[src/rtl/duty_mux_sync_if.sv]
`default_nettype none
// ============================================================================
// Module   : duty_mux_sync_if
// Brief    : Channel-select bus for the period-synchronised duty mux.
// Revision : 1.0 - initial release
// ============================================================================
interface duty_mux_sync_if #(
  parameter int WIDTH = 4,
  parameter int NCH   = 4,
  parameter int SEL_W = 2
);
  logic [NCH*WIDTH-1:0] din;
  logic [SEL_W-1:0]     sel;
  logic                 sel_load;
  logic                 period_tick;
  logic [WIDTH-1:0]     y;
  logic [SEL_W-1:0]     sel_active;
  logic                 pending;
  logic                 switch_done;
  logic                 sel_err;

  modport master (
    output din, sel, sel_load, period_tick,
    input  y, sel_active, pending, switch_done, sel_err
  );

  modport slave (
    input  din, sel, sel_load, period_tick,
    output y, sel_active, pending, switch_done, sel_err
  );
endinterface
`default_nettype wire

[src/rtl/duty_mux_sync.sv]
`default_nettype none
// ============================================================================
// Module   : duty_mux_sync
// Brief    : Registered N-channel mux whose select switches only on a DPWM
//            period boundary when DUTY_MUX_SYNC_EN is defined; otherwise a
//            valid load switches the select immediately.
// Revision : 1.0 - initial release
// ============================================================================
module duty_mux_sync #(
  parameter int WIDTH = 4,
  parameter int NCH   = 4,
  parameter int SEL_W = 2
) (
  input  logic                 clk,
  input  logic                 reset,
  duty_mux_sync_if.slave       bus
);

  localparam int               NSLOT = 1 << SEL_W;
  localparam logic [SEL_W:0]   NCH_L = (SEL_W + 1)'(NCH);

  // Unpopulated select codes read as zero so the index always fits the array.
  logic [WIDTH-1:0] chan [NSLOT];

  generate
    for (genvar k = 0; k < NSLOT; k++) begin : g_chan
      if (k < NCH) begin : g_used
        assign chan[k] = bus.din[k*WIDTH +: WIDTH];
      end else begin : g_unused
        assign chan[k] = '0;
      end
    end
  endgenerate

  logic sel_ok;
  logic load_ok;
  logic load_bad;

  assign sel_ok   = ({1'b0, bus.sel} < NCH_L);
  assign load_ok  = bus.sel_load & sel_ok;
  assign load_bad = bus.sel_load & ~sel_ok;

  logic [WIDTH-1:0] y_q,           y_d;
  logic [SEL_W-1:0] active_q,      active_d;
  logic             switch_done_q, switch_done_d;
  logic             sel_err_q,     sel_err_d;

  always_comb begin
    y_d       = chan[active_q];
    sel_err_d = load_bad;
  end

`ifdef DUTY_MUX_SYNC_EN
  typedef enum logic [0:0] {
    IDLE = 1'b0,
    PEND = 1'b1
  } state_t;

  state_t           state_q,  state_d;
  logic [SEL_W-1:0] shadow_q, shadow_d;

  always_comb begin
    state_d       = state_q;
    shadow_d      = shadow_q;
    active_d      = active_q;
    switch_done_d = 1'b0;
    case (state_q)
      IDLE: begin
        if (load_ok) begin
          shadow_d = bus.sel;
          state_d  = PEND;
        end
      end
      PEND: begin
        if (bus.period_tick) begin
          active_d      = shadow_q;
          switch_done_d = 1'b1;
          state_d       = IDLE;
        end
        // A load coinciding with the commit becomes the next pending select.
        if (load_ok) begin
          shadow_d = bus.sel;
          state_d  = PEND;
        end
      end
      default: state_d = IDLE;
    endcase
  end

  always_ff @(posedge clk or posedge reset) begin
    if (reset) begin
      state_q  <= IDLE;
      shadow_q <= '0;
    end else begin
      state_q  <= state_d;
      shadow_q <= shadow_d;
    end
  end

  assign bus.pending = (state_q == PEND);
`else
  logic unused_tick;
  assign unused_tick = bus.period_tick;

  always_comb begin
    active_d      = active_q;
    switch_done_d = 1'b0;
    if (load_ok) begin
      active_d      = bus.sel;
      switch_done_d = 1'b1;
    end
  end

  assign bus.pending = 1'b0;
`endif

  always_ff @(posedge clk or posedge reset) begin
    if (reset) begin
      y_q           <= '0;
      active_q      <= '0;
      switch_done_q <= 1'b0;
      sel_err_q     <= 1'b0;
    end else begin
      y_q           <= y_d;
      active_q      <= active_d;
      switch_done_q <= switch_done_d;
      sel_err_q     <= sel_err_d;
    end
  end

  assign bus.y           = y_q;
  assign bus.sel_active  = active_q;
  assign bus.switch_done = switch_done_q;
  assign bus.sel_err     = sel_err_q;

endmodule
`default_nettype wire

[src/flat_wrapper.sv]
// flat-port wrapper written by rule: the top's interface ports become plain ports
module duty_mux_sync_flat 
#(
  parameter int WIDTH = 4,
  parameter int NCH   = 4,
  parameter int SEL_W = 2
)
  (clk, reset, bus_din, bus_sel, bus_sel_load, bus_period_tick, bus_y, bus_sel_active, bus_pending, bus_switch_done, bus_sel_err);
  duty_mux_sync_if #(.WIDTH(WIDTH), .NCH(NCH), .SEL_W(SEL_W)) bus_i ();
  input  logic clk;
  input  logic reset;
  input wire logic [$bits(bus_i.din)-1:0] bus_din;
  input wire logic [$bits(bus_i.sel)-1:0] bus_sel;
  input wire logic [$bits(bus_i.sel_load)-1:0] bus_sel_load;
  input wire logic [$bits(bus_i.period_tick)-1:0] bus_period_tick;
  output wire logic [$bits(bus_i.y)-1:0] bus_y;
  output wire logic [$bits(bus_i.sel_active)-1:0] bus_sel_active;
  output wire logic [$bits(bus_i.pending)-1:0] bus_pending;
  output wire logic [$bits(bus_i.switch_done)-1:0] bus_switch_done;
  output wire logic [$bits(bus_i.sel_err)-1:0] bus_sel_err;
  assign bus_i.din = bus_din;
  assign bus_i.sel = bus_sel;
  assign bus_i.sel_load = bus_sel_load;
  assign bus_i.period_tick = bus_period_tick;
  assign bus_y = bus_i.y;
  assign bus_sel_active = bus_i.sel_active;
  assign bus_pending = bus_i.pending;
  assign bus_switch_done = bus_i.switch_done;
  assign bus_sel_err = bus_i.sel_err;
  duty_mux_sync #(.WIDTH(WIDTH), .NCH(NCH), .SEL_W(SEL_W)) u_core (.clk(clk), .reset(reset), .bus(bus_i));
endmodule
[config.mk]
export PLATFORM = sky130hd
export DESIGN_NAME = duty_mux_sync_flat
export DESIGN_NICKNAME = d
export VERILOG_FILES = /design/src/rtl/duty_mux_sync_if.sv /design/src/rtl/duty_mux_sync.sv /design/src/flat_wrapper.sv
export SDC_FILE = /design/constraint.sdc
export NUM_CORES = 1
export LEC_CHECK = 0
export CAP_MARGIN = 20
export CORE_AREA = 2 2 39 41
export DETAILED_ROUTE_END_ITERATION = 10
export DIE_AREA = 0 0 41 43
export PLACE_DENSITY = 0.72
export SLEW_MARGIN = 0
export SYNTH_ARGS = -nofsm -noshare
export SYNTH_HDL_FRONTEND = slang
export SYNTH_SLANG_ARGS = --single-unit
[constraint.sdc]
create_clock -name clk -period 1.94 [get_ports clk]
set_input_delay 0.291 -clock clk [delete_from_list [all_inputs] [get_ports clk]]
set_output_delay 0.291 -clock clk [all_outputs]
set_load 0.005 [all_outputs]
* After elaboration in Yosys (flattened, before gate mapping)
Index checks and enable logic that the tools add are counted.
** Word-level totals
- Bits in registers :: 7
- Logic and storage cells :: 9
- Output and inout port bits :: 9
- Input port bits :: 22
** Operators by class
- Bitwise gates (word level) :: 1
- Order comparisons :: 1
- Muxes and demuxes :: 4
** Operators with widths (count)
- 4-bit binary-select mux with 2-bit select :: 1
- 4-bit 2-to-1 mux :: 2
- 3-bit greater-or-equal comparator (second input constant) :: 1
- 2-bit inverter with 3-bit output :: 1
- 1-bit 2-to-1 mux :: 1

* Logic depth before layout (Yosys ltp)
Gate-level depths: netlist of the first run.
- Depth after elaboration :: 4
- Depth in mapped cells :: 1
- Gate-level depth less buffers :: 1

* Worst setup path after synthesis of the first run
No wires, ideal clock.
- Path type :: flip-flop to flip-flop
- Start point :: reg u_core.active_q[0] (netlist: u_core.bus.sel_active[0])
- End point :: reg u_core.y_q[0] (netlist: u_core.bus.y[0])
- Library setup time :: 140 ps
- Period minus slack after synthesis :: 1129 ps
- Buffers on the path :: 0
- Cell stages (with the launch flop) :: 2
- Arrival time :: 989 ps
- Setup slack :: 811 ps
- Cells stage by stage :: dfrtp_1 -> mux4_1
** On the way
- Word-level cells in the longest chain between the ends :: 4
** RTL lines
- start, declared :: RTL line duty_mux_sync.sv:44 : logic [SEL_W-1:0] active_q, active_d;
- start signal, assigned :: RTL line duty_mux_sync.sv:125 : active_q <= active_d;
- 2-bit inverter with 3-bit output (implied by the code) :: RTL line duty_mux_sync.sv:49 : y_d = chan[active_q];
- 4-bit binary-select mux with 2-bit select :: RTL line duty_mux_sync.sv:49
- 4-bit 2-to-1 mux (implied by the code) (2 in a row) :: RTL line duty_mux_sync.sv:49
- named net u_core.y_d[0] :: RTL line duty_mux_sync.sv:43 : logic [WIDTH-1:0] y_q, y_d;
- end signal, assigned :: RTL line duty_mux_sync.sv:124 : y_q <= y_d;
- end, declared :: RTL line duty_mux_sync.sv:43
The timed path passes the listed nets, and every way through them passes these cells. The select of a mux whose other input is x is not followed.
A chain may end at the register's enable or synchronous reset.

* Worst setup path after layout of the first run
- Start point :: reg u_core.active_q[0] (netlist: u_core.bus.sel_active[0])
- End point :: out bus_sel_active[0]
** RTL lines
- end, declared :: RTL line flat_wrapper.sv:17 : output wire logic [$bits(bus_i.sel_active)-1:0] bus_sel_active;
No word-level cell between the ends.

==> flow_summary.yaml, run 1 <==
synth:
  synth_top_area_share_pct: 53.8
  synth_top_family_by_area: "multiplexers"
  seq_area_frac_synth_pct: 53.8
  synth_xor_area_share_pct: 0
  syn_inst: 17
  synth_cell_types: 6
  yosysWarnings: 0
  synth-simple-area-share_pct: 0
  synthAdderAreaFrac_pct: 0
  synth_compound_area_share_pct: 0
  synth_seq_cells: 7
  synth_area_leaders: "dfrtp_1 (54%), mux4_1 (32%), mux2_2 (6.9%)"
  synthMuxAreaShare_pct: 39.2
  avgSynthCellArea_um2: 19.1
  syn_area_um2: 325
  synth_area_leader_cell: "dfrtp_1"
grt:
  grt_use_met2_pct: 14.7
  use_met1_pct: 11.6
  grt_pass1_vias: 237
  antenna_found_initial: 0
  busiest_layer: "met2"
  grt-ovfl-total: 0
  met3_usage_pct: 3.14
  grt.total_usage_pct: 10.1
  grt_max_degree: 8
  grt_pass1_wl_um: 1080
cts:
  postCtsHoldBufs: 0
  cts_tree: "built"
  cts_root_buffer: "clkbuf_4"
  cts_resized: 0
  clockBufferDepth: 2
  cts-buffers-inserted: 3
  h-tree-depth: 1
  clock_latency_ps: 240
  cts_num_sinks: 7
  post-cts-setup-buffer-count: 0
  clk_pin_slew_ps: 50
setup_path:
  crit_path_top_delay_cell: "clkdlybuf4s50_1"
  critical_path_peak_fanout: 6
  max_stage_delay_ps: 550
  startpoint: "u_core.bus.sel_active[0]$_DFFE_PP0P_"
  cp_cell_sequence: "clkdlybuf4s50_1"
  crit_required_ps: 1650
  startpoint_type: "flop"
  reg2reg_from: "u_core.bus.sel_active[0]$_DFFE_PP0P_"
  crit_buf_inv: 1
  path_class: "flop to output port"
  arrival_ps: 1260
  critPathCaptureType: "output port"
  crit_family: "buffers and inverters"
die:
  die_w_um: 41
  dieArea_um2: 1760
  rows: 14
  die_h_um: 43
  fp.coreArea_um2: 1380
  initial_core_util_pct: 23.5
  ios: 31
timing:
  setup_viol: 0
  fin_crit_sh_pct: 80.1
  tns_ps: 0
  skew_ps: 2.94
  rsz0062_at_grt: "no"
  fin_crit_ps: 1550
  max_freq_ghz: 0.643
  drv_slew: 0
  hold_viol_final: 0
detailed_routing:
  postRouteAntennaNets: 0
  drt_wl_total_um: 766
  drt-vias-per-instance: 4.17
  drc: 0
  vias: 263
  dr.pass1.iters: 4
  routedWlPerCell_um: 12.2
  drtIter0Drc: 2
final_layout:
  antennaDiodeCount: 0
  fillers: 127
  drive_gt1_share_pct: 10.6
  syn2layout_area_growth_pct: 93.8
  fin_area_um2: 631
  final_nets: 70
placement:
  dp_hpwl_um: 665
  io_buffers: 27
  placed_area_um2: 604
  gp_congestion: 0.672
status:
  status: "finished, final reports clean"
worst_hold_path:
  hp-class: "input port to async pin"
power_and_ir_drop:
  powerDensity_nw_per_um2: 647
  p_leak_uw: 0.000264
  peakVddDrop_v: 0.000254
run:
  max-cap-violations: 0
flip-flops by register name, summed over array words and instances, names as in the netlist:
register / cells
u_core.bus.y: 4
u_core.bus.sel_active: 2
u_core.bus.switch_done: 1
metrics by stage:
step                      instances  hold WS [ps]  utilization (%)  power (uW)  setup WS (ps)
final                            63           265             45.6         408            386
after global routing             63           281             45.6         437            321
after CTS                        63           270             45.6         414            377
after detailed placement         59           528             43.7         286            589
after global placement           59           530             43.7         285            591
after floorplan                  18          94.4                -         209            811
cell type report:
type | instances | area, um^2 | share of cell area (%)
clock buffer | 4 | 26.3 | 4.17
inverter | 1 | 3.75 | 0.595
multi-input combinational | 8 | 135 | 21.4
sequential | 7 | 175 | 27.8
tap | 16 | 20.0 | 3.17
timing repair buffer | 27 | 270 | 42.9
synth_stat cells:
cell and count:
inv_1 1, mux4_1 4, mux2_2 2, dfrtp_1 7, conb_1 1, buf_4 2
path summary, 6_finish.rpt:
path                       slack [ps]                              endpoint  depth (start not counted)
setup / recovery                  390                     bus_sel_active[0]                          1
hold / removal                    260      u_core.bus.switch_done$_DFF_PP0_                          2
setup reg to reg                  730             u_core.bus.y[3]$_DFF_PP0_                          1
hold reg to reg                   650  u_core.bus.sel_active[1]$_DFFE_PP0P_                          1
max in group asynchronous        1480             u_core.bus.y[1]$_DFF_PP0_                          2
min in group clk                  570      u_core.bus.switch_done$_DFF_PP0_                          1
kinds of logic after synthesis:
kind of cell,after synthesis
flops,7
mux,6
buf+inv,3
other cells,1
metal layers:
metal | up-vias | routed length [um]
met5 | - | 0
met4 | 0 | 0
met3 | 0 | 82
met2 | 20 | 405
met1 | 119 | 277
li1 | 124 | -
report_power, final:
part / switching (uW) / internal [uW]
Sequential: 11.5 / 164
Clock: 47.4 / 78.1
Combinational: 21.9 / 85.1
cells in the final DEF, fill, tap and decap left out:
cell type and instances:
clkbuf_1 1, inv_1 1, conb_1 2, clkdlybuf4s50_1 27, dfrtp_1 7, clkbuf_4 3
mux2_2 2, mux4_1 4
Note: power is estimated with default switching activity, not from simulation.
==> inputs of run 2 (changes only) <==
- clock period: 1.94 -> 1.6 ns (I/O delays scaled with it)
==> run 2 against run 1 <==
Design area stayed put. Non-clock buffer count stayed put. Global-route usage is 0.20 points lower. Sequential power is 21% higher. Sequential share of layout area stayed put. Clock power is 21% higher. Clock skew hardly changed. Worst hold slack worse by 49 ps. Register-to-register slack worse by 350 ps. Core utilization stayed put. First-iteration DRC count grew to 2.5 times the previous value. Count of clock-buffer cells in the layout stayed put. Largest cell class unchanged. Highest routed layer unchanged.
==> flow_summary.yaml, run 2 (synthesized netlist as in run 1, its figures left out) <==
timing:
  rsz0062_at_grt: "no"
  drv_slew: 0
  skew_ps: 3.18
  hold_viol_final: 0
  fin_crit_sh_pct: 93.7
  setup_slack_ps: 102
  max_freq_ghz: 0.667
  fin_crit_ps: 1500
  setup_viol: 0
  tns_ps: 0
grt:
  grt_pass1_vias: 254
  grt_pass1_wl_um: 1090
  grt.total_usage_pct: 9.91
  grt-ovfl-total: 0
  grt_max_degree: 8
  antenna_found_initial: 0
die:
  fp.coreArea_um2: 1380
  die_h_um: 43
  ios: 31
  initial_core_util_pct: 23.5
  dieArea_um2: 1760
  die_w_um: 41
  rows: 14
final_layout:
  syn2layout_area_growth_pct: 93.8
  final_common_cell: "clkdlybuf4s50_1"
  largest_reg_flops: 4
  final_nets: 70
  layout_common_cells: "clkdlybuf4s50_1 (27), dfrtp_1 (7), mux4_1 (4), clkbuf_4 (3)"
  drive_gt1_share_pct: 10.6
  antennaDiodeCount: 0
detailed_routing:
  routedWlPerCell_um: 11.7
  drc: 0
  postRouteAntennaNets: 0
  drt_wl_total_um: 740
  dr.pass1.iters: 3
  drtIter0Drc: 5
  drt-vias-per-instance: 4.19
  vias: 264
status:
  status: "finished, final reports clean"
setup_path:
  crit_family: "buffers and inverters"
  cp_cell_sequence: "clkdlybuf4s50_1"
  max_stage_delay_ps: 550
  crit_buf_inv: 1
  startpoint_type: "flop"
  path_class: "flop to output port"
  crit_path_top_delay_cell: "clkdlybuf4s50_1"
  startpoint: "u_core.bus.sel_active[0]$_DFFE_PP0P_"
  critPathCaptureType: "output port"
  critical_path_peak_fanout: 6
  reg2reg_from: "u_core.bus.sel_active[0]$_DFFE_PP0P_"
  arrival_ps: 1260
  crit_required_ps: 1360
cts:
  cts_root_buffer: "clkbuf_4"
  clock_latency_ps: 240
  cts_tree: "built"
  h-tree-depth: 1
  post-cts-setup-buffer-count: 0
  clk_pin_slew_ps: 50
  postCtsHoldBufs: 0
  cts_resized: 0
  cts-buffers-inserted: 3
  clockBufferDepth: 2
  cts_num_sinks: 7
placement:
  dpl_worst_slack_ps: 295
  io_buffers: 27
  dp_hpwl_um: 651
  gp_congestion: 0.671
power_and_ir_drop:
  powerDensity_nw_per_um2: 783
  peakVddDrop_v: 0.000301
  p_leak_uw: 0.000264
worst_hold_path:
  hp-class: "input port to async pin"
run:
  max-cap-violations: 0
run 2: area by class of cell:
cell class / count / area (um^2)
timing repair buffer: 27 / 270
inverter: 1 / 3.75
sequential: 7 / 175
fill: 129 / 753
multi-input combinational: 8 / 135
tap: 16 / 20.0
clock buffer: 4 / 26.3
run 2: final timing paths:
kind | end | slack (ps) | cells past startpoint
max in group asynchronous | u_core.bus.y[1]$_DFF_PP0_ | 1190 | 2
setup / recovery | bus_sel_active[0] | 100 | 1
min in group clk | u_core.bus.switch_done$_DFF_PP0_ | 540 | 1
hold reg to reg | u_core.bus.sel_active[1]$_DFFE_PP0P_ | 640 | 1
hold / removal | u_core.bus.switch_done$_DFF_PP0_ | 220 | 2
setup reg to reg | u_core.bus.y[3]$_DFF_PP0_ | 380 | 1
run 2: metrics by stage:
| step | power (uW) | instances | hold slack (ps) | util, % | area, um^2 |
|---|---|---|---|---|---|
| 2_1_floorplan | 253 | 18 | 43.4 | - | 329 |
| 3_3_place_gp | 345 | 59 | 480 | 43.7 | 604 |
| 3_5_place_dp | 348 | 59 | 477 | 43.7 | 604 |
| 4_1_cts | 503 | 63 | 219 | 45.6 | 631 |
| 5_1_grt | 531 | 63 | 230 | 45.6 | 631 |
| 6_report | 494 | 63 | 216 | 45.6 | 631 |
run 2: metal layers:
metal	part of all wire [%]	global-route usage [%]	wire (um)	vias to the layer above
met5	0	0	0	-
met1	35	11.9	260	121
met3	11	3.14	80	0
met2	54	14.7	398	18
li1	-	-	-	125
met4	0	6.00	0	0
run 2: power breakdown:
group	total [uW]	switching [uW]	internal (uW)	leakage [uW]
Sequential	213	13.8	199	0.0000816
Clock	151	56.4	94.6	0.0000150
Combinational	130	26.9	103	0.000167
Total	494	97.1	397	0.000264
